### src/rtl/i2c_reg_sequencer.sv
// Turns one register read/write command into the address/data byte sequence run by
// i2c_master_single_byte. Define I2C_SEQ_BUSY_TIMEOUT_EN to add a per-byte busy timeout.
module i2c_reg_sequencer #(
  parameter logic [6:0]  SLAVE_ADDR   = 7'h50,
  parameter int unsigned START_WAIT   = 8,
  parameter int unsigned BUSY_TIMEOUT = 65535
) (
  input  logic       i_clk,
  input  logic       i_rst,
  input  logic       i_cmd_valid,
  output logic       o_cmd_ready,
  input  logic       i_cmd_rd,
  input  logic [7:0] i_cmd_reg,
  input  logic [7:0] i_cmd_wdata,
  output logic       o_rsp_valid,
  output logic [7:0] o_rsp_rdata,
  output logic       o_rsp_error,
  output logic       o_m_enable,
  output logic [6:0] o_m_slave_addr,
  output logic       o_m_wr_start,
  output logic       o_m_rd_start,
  output logic [7:0] o_m_wr_byte,
  input  logic       i_m_busy,
  input  logic [7:0] i_m_rd_byte,
  input  logic       i_m_error
);

  typedef enum logic [2:0] {
    IDLE,
    ISSUE,
    WAIT_BUSY,
    WAIT_DONE,
    RESP
  } state_t;

  localparam logic [7:0] START_WAIT_C = 8'(START_WAIT);

  // The wait counter is 8 bits wide, so a larger start window cannot be honoured.
  if (START_WAIT > 255 || BUSY_TIMEOUT == 0) begin : g_bad_param
    $error("i2c_reg_sequencer: START_WAIT must be <= 255 and BUSY_TIMEOUT nonzero");
  end

  state_t     state;
  state_t     state_next;
  logic       cmd_rd;
  logic [7:0] cmd_wdata;
  logic       step;
  logic [7:0] wr_byte;
  logic [7:0] wait_cnt;
  logic [7:0] rsp_rdata;
  logic       rsp_error;
  logic       ready;
  logic       enable;

  logic       accept;
  logic       start_miss;
  logic       byte_done;
  logic       byte_fail;
  logic       timeout;

`ifdef I2C_SEQ_BUSY_TIMEOUT_EN
  localparam logic [15:0] BUSY_LIMIT = 16'(BUSY_TIMEOUT - 1);
  logic [15:0] busy_cnt;
`endif

  // NOTE: sequential state uses non-blocking assignments so every register samples
  // pre-edge values; blocking here would create order-dependent simulation races.
  always_ff @(posedge i_clk or negedge i_rst) begin
    if (!i_rst) state <= IDLE;
    else        state <= state_next;
  end

  // NOTE: every signal written below gets a default first, so no path leaves one
  // unassigned and no latch is inferred.
  always_comb begin
    state_next = state;
    accept     = 1'b0;
    start_miss = 1'b0;
    byte_done  = 1'b0;
    byte_fail  = 1'b0;
    timeout    = 1'b0;
    case (state)
      IDLE: begin
        if (i_cmd_valid && ready) begin
          accept     = 1'b1;
          state_next = ISSUE;
        end
      end
      ISSUE: state_next = WAIT_BUSY;
      WAIT_BUSY: begin
        if (i_m_busy) begin
          state_next = WAIT_DONE;
        end else if (wait_cnt >= START_WAIT_C) begin
          start_miss = 1'b1;
          state_next = RESP;
        end
      end
      WAIT_DONE: begin
        if (!i_m_busy) begin
          if (i_m_error) begin
            byte_fail  = 1'b1;
            state_next = RESP;
          end else begin
            byte_done = 1'b1;
            if (step) state_next = RESP;
            else      state_next = ISSUE;
          end
        end
`ifdef I2C_SEQ_BUSY_TIMEOUT_EN
        else if (busy_cnt >= BUSY_LIMIT) begin
          timeout    = 1'b1;
          state_next = RESP;
        end
`endif
      end
      RESP:    state_next = IDLE;
      default: state_next = IDLE;
    endcase
  end

  always_ff @(posedge i_clk or negedge i_rst) begin
    if (!i_rst) begin
      cmd_rd    <= 1'b0;
      cmd_wdata <= '0;
      step      <= 1'b0;
      wr_byte   <= '0;
      wait_cnt  <= '0;
      rsp_rdata <= '0;
      rsp_error <= 1'b0;
      ready     <= 1'b0;
      enable    <= 1'b0;
    end else begin
      // Registered so both read 0 throughout reset and rise on the first edge after.
      ready  <= (state_next == IDLE);
      enable <= !timeout;

      if (accept) begin
        cmd_rd    <= i_cmd_rd;
        cmd_wdata <= i_cmd_wdata;
        wr_byte   <= i_cmd_reg;
        step      <= 1'b0;
        rsp_rdata <= '0;
        rsp_error <= 1'b0;
      end

      if (state == ISSUE) begin
        wait_cnt <= '0;
      end else if (state == WAIT_BUSY && wait_cnt != 8'hFF) begin
        wait_cnt <= wait_cnt + 8'd1;
      end

      if (start_miss || byte_fail || timeout) rsp_error <= 1'b1;

      if (byte_done) begin
        if (!step) begin
          step <= 1'b1;
          if (!cmd_rd) wr_byte <= cmd_wdata;
        end else if (cmd_rd) begin
          rsp_rdata <= i_m_rd_byte;
        end
      end
    end
  end

`ifdef I2C_SEQ_BUSY_TIMEOUT_EN
  always_ff @(posedge i_clk or negedge i_rst) begin
    if (!i_rst)                   busy_cnt <= '0;
    else if (state != WAIT_DONE)  busy_cnt <= '0;
    else if (busy_cnt != 16'hFFFF) busy_cnt <= busy_cnt + 16'd1;
  end
`endif

  assign o_cmd_ready    = ready;
  assign o_m_enable     = enable;
  assign o_m_slave_addr = SLAVE_ADDR;
  assign o_m_wr_byte    = wr_byte;
  assign o_m_wr_start   = (state == ISSUE) && !(step && cmd_rd);
  assign o_m_rd_start   = (state == ISSUE) && step && cmd_rd;
  assign o_rsp_valid    = (state == RESP);
  assign o_rsp_rdata    = rsp_rdata;
  assign o_rsp_error    = rsp_error;

endmodule

### config.mk
export PLATFORM = sky130hd
export DESIGN_NAME = i2c_reg_sequencer
export DESIGN_NICKNAME = d
export VERILOG_FILES = /design/src/rtl/i2c_reg_sequencer.sv
export SDC_FILE = /design/constraint.sdc
export NUM_CORES = 1
export LEC_CHECK = 0
export BUFFER_PORTS_ARGS = -buffer_cell sky130_fd_sc_hd__buf_2
export CAP_MARGIN = 15
export CORE_ASPECT_RATIO = 0.6
export CORE_UTILIZATION = 30
export CTS_BUF_LIST = sky130_fd_sc_hd__clkbuf_8
export DETAILED_ROUTE_END_ITERATION = 16
export GPL_TIMING_DRIVEN = 0
export HOLD_SLACK_MARGIN = 0.02
export PLACE_DENSITY = 0.5
export SYNTH_ARGS = -nofsm -noshare
export SYNTH_HDL_FRONTEND = slang
export SYNTH_SLANG_ARGS = --single-unit
### constraint.sdc
create_clock -name i_clk -period 5.1 [get_ports i_clk]
set_input_delay 0.51 -clock i_clk [delete_from_list [all_inputs] [get_ports i_clk]]
set_output_delay 0.51 -clock i_clk [all_outputs]
set_load 0.05 [all_outputs]
==> impl_metrics.toml <==
[run_status]
outcome = "complete, no violations"

[floorplan]
dieWidth_um = 109
rows = 22
initial_utilization = 0.322
design.die.area_sq_um = 7180
number_of_ports_placed_on_the_die_boundary = 59
die_h_um = 66.0
core_region_area_sq_um = 6360

[power]
share_clk_of_total_power = 0.198
sw_frac_of_total = 0.447
switching_power_uw = 689
vdd_ir_drop_max_mv = 0.219
combinationalPowerShare = 0.460
seqPwrFrac = 0.342
static-leakage-power_uw = 0.00127
cellPowerDensity_nw_per_um2 = 603
p_int_uw = 852
final_total_power_uw = 1540

[timing]
grt_setup_unrepaired = "false"
timing.final.crit_period_ns = 2.66
worstMarginPinSlew_ns = 0.921
final_max_slew_viol_count = 0
clock-skew-final_ns = 0.00598
setup_slack_ns = 2.44
holdWs_ns = 0.350
timing.setup.tns_ns = 0
worst_slew_margin_rel = 0.386
report.final.setup_viol = 0
final-hold-violation-count = 0
fin_crit_sh = 0.521
fmax_mhz = 376

[clock_tree]
tritoncts = "done"
clock_sinks = 40
later_pin_clock_latency_in_the_skew_report_ns = 0.29
cts_htree_levels = 2
cts_buffers = 5
clock_transition_at_the_registers_of_the_reported_paths_ns = 0.07
cts.repair.resized = 0
cts_post_setup_buffers_inserted = 0
ctsHoldBuffers = 0
clk_path_buf_depth = 2
cts_root_buf = "clkbuf_8"

[setup_path]
timing.reg2reg.setup_slack_ns = 3.08
setup.worst_path.end = "o_m_wr_start"
critical_path.max_fanout = 10
cp-startpoint = "state[0]$_DFF_PN0_"
r2r-end = "o_m_wr_byte[5]$_DFF_PN0_"
worst_setup_path_end_kind = "output pin"
r2r_start = "state[0]$_DFF_PN0_"
crit_required_ns = 4.59
worstSetupStartpointType = "register"
r2r_cells = 5
path_class = "register to output pin"
worstPathArrival_ns = 2.15

[final_layout]
n_fill_cell = 647
multiInputGateArea_sq_um = 896
post-route-cell-area_sq_um = 2560
nNetsFinal = 296
num_antenna_cells = 0
drive_above_1_share = 0.303
regArea_sq_um = 1000
areaGrowthSynthToFinish_pct = 24.7

[placement]
placed_area_sq_um = 2430
routabilityCongestion = 0.766
place_ws_ns = 2.75
dpl.hpwl_mm = 3.90
numPortBuffers = 50

[yosys]
synthTopCellsByCount = "dfrtp_1, o21ai_0, clkbuf_1, inv_1, nand4_1"
yosysWarnings = 0
synth.largest_area_cell = "dfrtp_1"
synthTopCellsByArea = "dfrtp_1, mux2_2, mux2i_1"
synth_top_cell_area_share = 0.488
synth_area_sq_um = 2050
synth-main-ff-cell = "dfrtp_1"
syn_avg_cell_area_sq_um = 10.2
ys_ff_latch = 40
synthesis.instances = 201
post_synth_num_cell_types = 46
ys_async_sr_fraction = 1.00
synth.most_common_cell = "dfrtp_1"
synth_enable_flop_cells = 0
synth_seq_area_share = 0.488

[global_routing]
first_global_vias = 1629
grt_pass1_wl_mm = 8.48
maximum_number_of_pins_on_one_net_before_global_route_repair = 41
grt_usage = 0.160
grt_overflow_total = 0
grt_antenna_before_repair = 0

[min_path]
hold_path_class = "input pin to async pin"

[route]
vias = 1685
drt-total-wl_mm = 5.15
ant_nets = 0
route.detailed.vias_per_inst = 4.84
drt_first_pass_iters = 4
post_drt_wl_per_cell_um = 14.8
remaining_drc_errors = 0
detailedRoute.firstIterationViolations = 60

[flow_run]
reported_max_cap_violation_count = 0
==> layout by cell type, fill, tap and decap left out, drive strengths merged, types with 2 or more instances in the layout <==
cell	n
buf	61
dfrtp	40
o21ai	19
clkbuf	17
inv	12
nand4	11
nor3	10
mux2i	10
a31oi	9
mux2	9
conb	8
nand2	7
nor2	4
nor3b	4
a21oi	4
nand3	3
or4b	2
nand2b	2
a211oi	2
and4	2
o211ai	2
ha	2
bufinv	2
or3b	2
or2	2
and2	2
==> stage by stage <==
step / instances / utilization
floorplan: 207 / -
global placement: 341 / 0.382
detailed placement: 341 / 0.382
CTS: 348 / 0.402
global route: 348 / 0.402
finish: 348 / 0.402
==> registers in the layout, summed over array words and instances (netlist names) <==
| signal | flops |
|---|---|
| o_rsp_rdata | 8 |
| o_m_enable | 1 |
| cmd_rd | 1 |
| o_m_wr_byte | 8 |
| o_cmd_ready | 1 |
| cmd_wdata | 8 |
| o_rsp_error | 1 |
| step | 1 |
| wait_cnt | 8 |
| state | 3 |
==> worst min path at each step <==
stage / from / cells after the start / slack [ns] / end
after detailed placement: o_rsp_error$_DFFE_PN0P_ / 1 / 0.48 / o_rsp_error$_DFFE_PN0P_
after floorplan: i_rst / 0 / 0.21 / cmd_rd$_DFFE_PN0P_
after global routing: i_rst / 1 / 0.43 / o_rsp_error$_DFFE_PN0P_
final: i_rst / 1 / 0.35 / o_rsp_error$_DFFE_PN0P_
after global placement: cmd_wdata[3]$_DFFE_PN0P_ / 1 / 0.49 / cmd_wdata[3]$_DFFE_PN0P_
after CTS: i_rst / 1 / 0.39 / cmd_wdata[1]$_DFFE_PN0P_
==> metal layers <==
layer	share of wire	vias up	GRT usage	wire length [um]
li1	-	846	-	-
met4	0.0070	0	0.0405	36
met2	0.37	39	0.203	1880
met3	0.057	5	0.0493	294
met1	0.57	795	0.252	2930
met5	0	-	0	0
==> cell type report <==
class                      instances  area share
sequential                        40       0.392
clock buffer                       5      0.0269
timing repair buffer              50      0.0979
multi-input combinational        132       0.350
tap                               84      0.0411
inverter                          12      0.0176
buffer                            23      0.0509
clock inverter                     2      0.0235
==> power groups by stage <==
stage / Clock [uW] / Combinational [uW] / Sequential [uW]
finish: 306 / 708 / 527
detailed placement: 0 / 711 / 532
CTS: 309 / 713 / 527
global placement: 0 / 705 / 535
global route: 324 / 776 / 548
floorplan: 0 / 321 / 737
==> worst max-delay path, cell delays in order, from the launching register on <==
cell and delay [ns]:
dfrtp_1 0.37, clkbuf_1 0.35, or3b_2 0.48, clkbuf_1 0.22
a21oi_1 0.16, buf_2 0.28
==> logic make-up after synthesis <==
group,Yosys count,share of synthesized area
xor+xnor,1,0.00427
simple gates,57,0.169
mux,19,0.0983
buf+inv,35,0.0855
compound gates,45,0.139
flops,40,0.488
other cells,2,0.00366
fa+ha+maj,2,0.0122
Power figures use the tool's default switching activity.
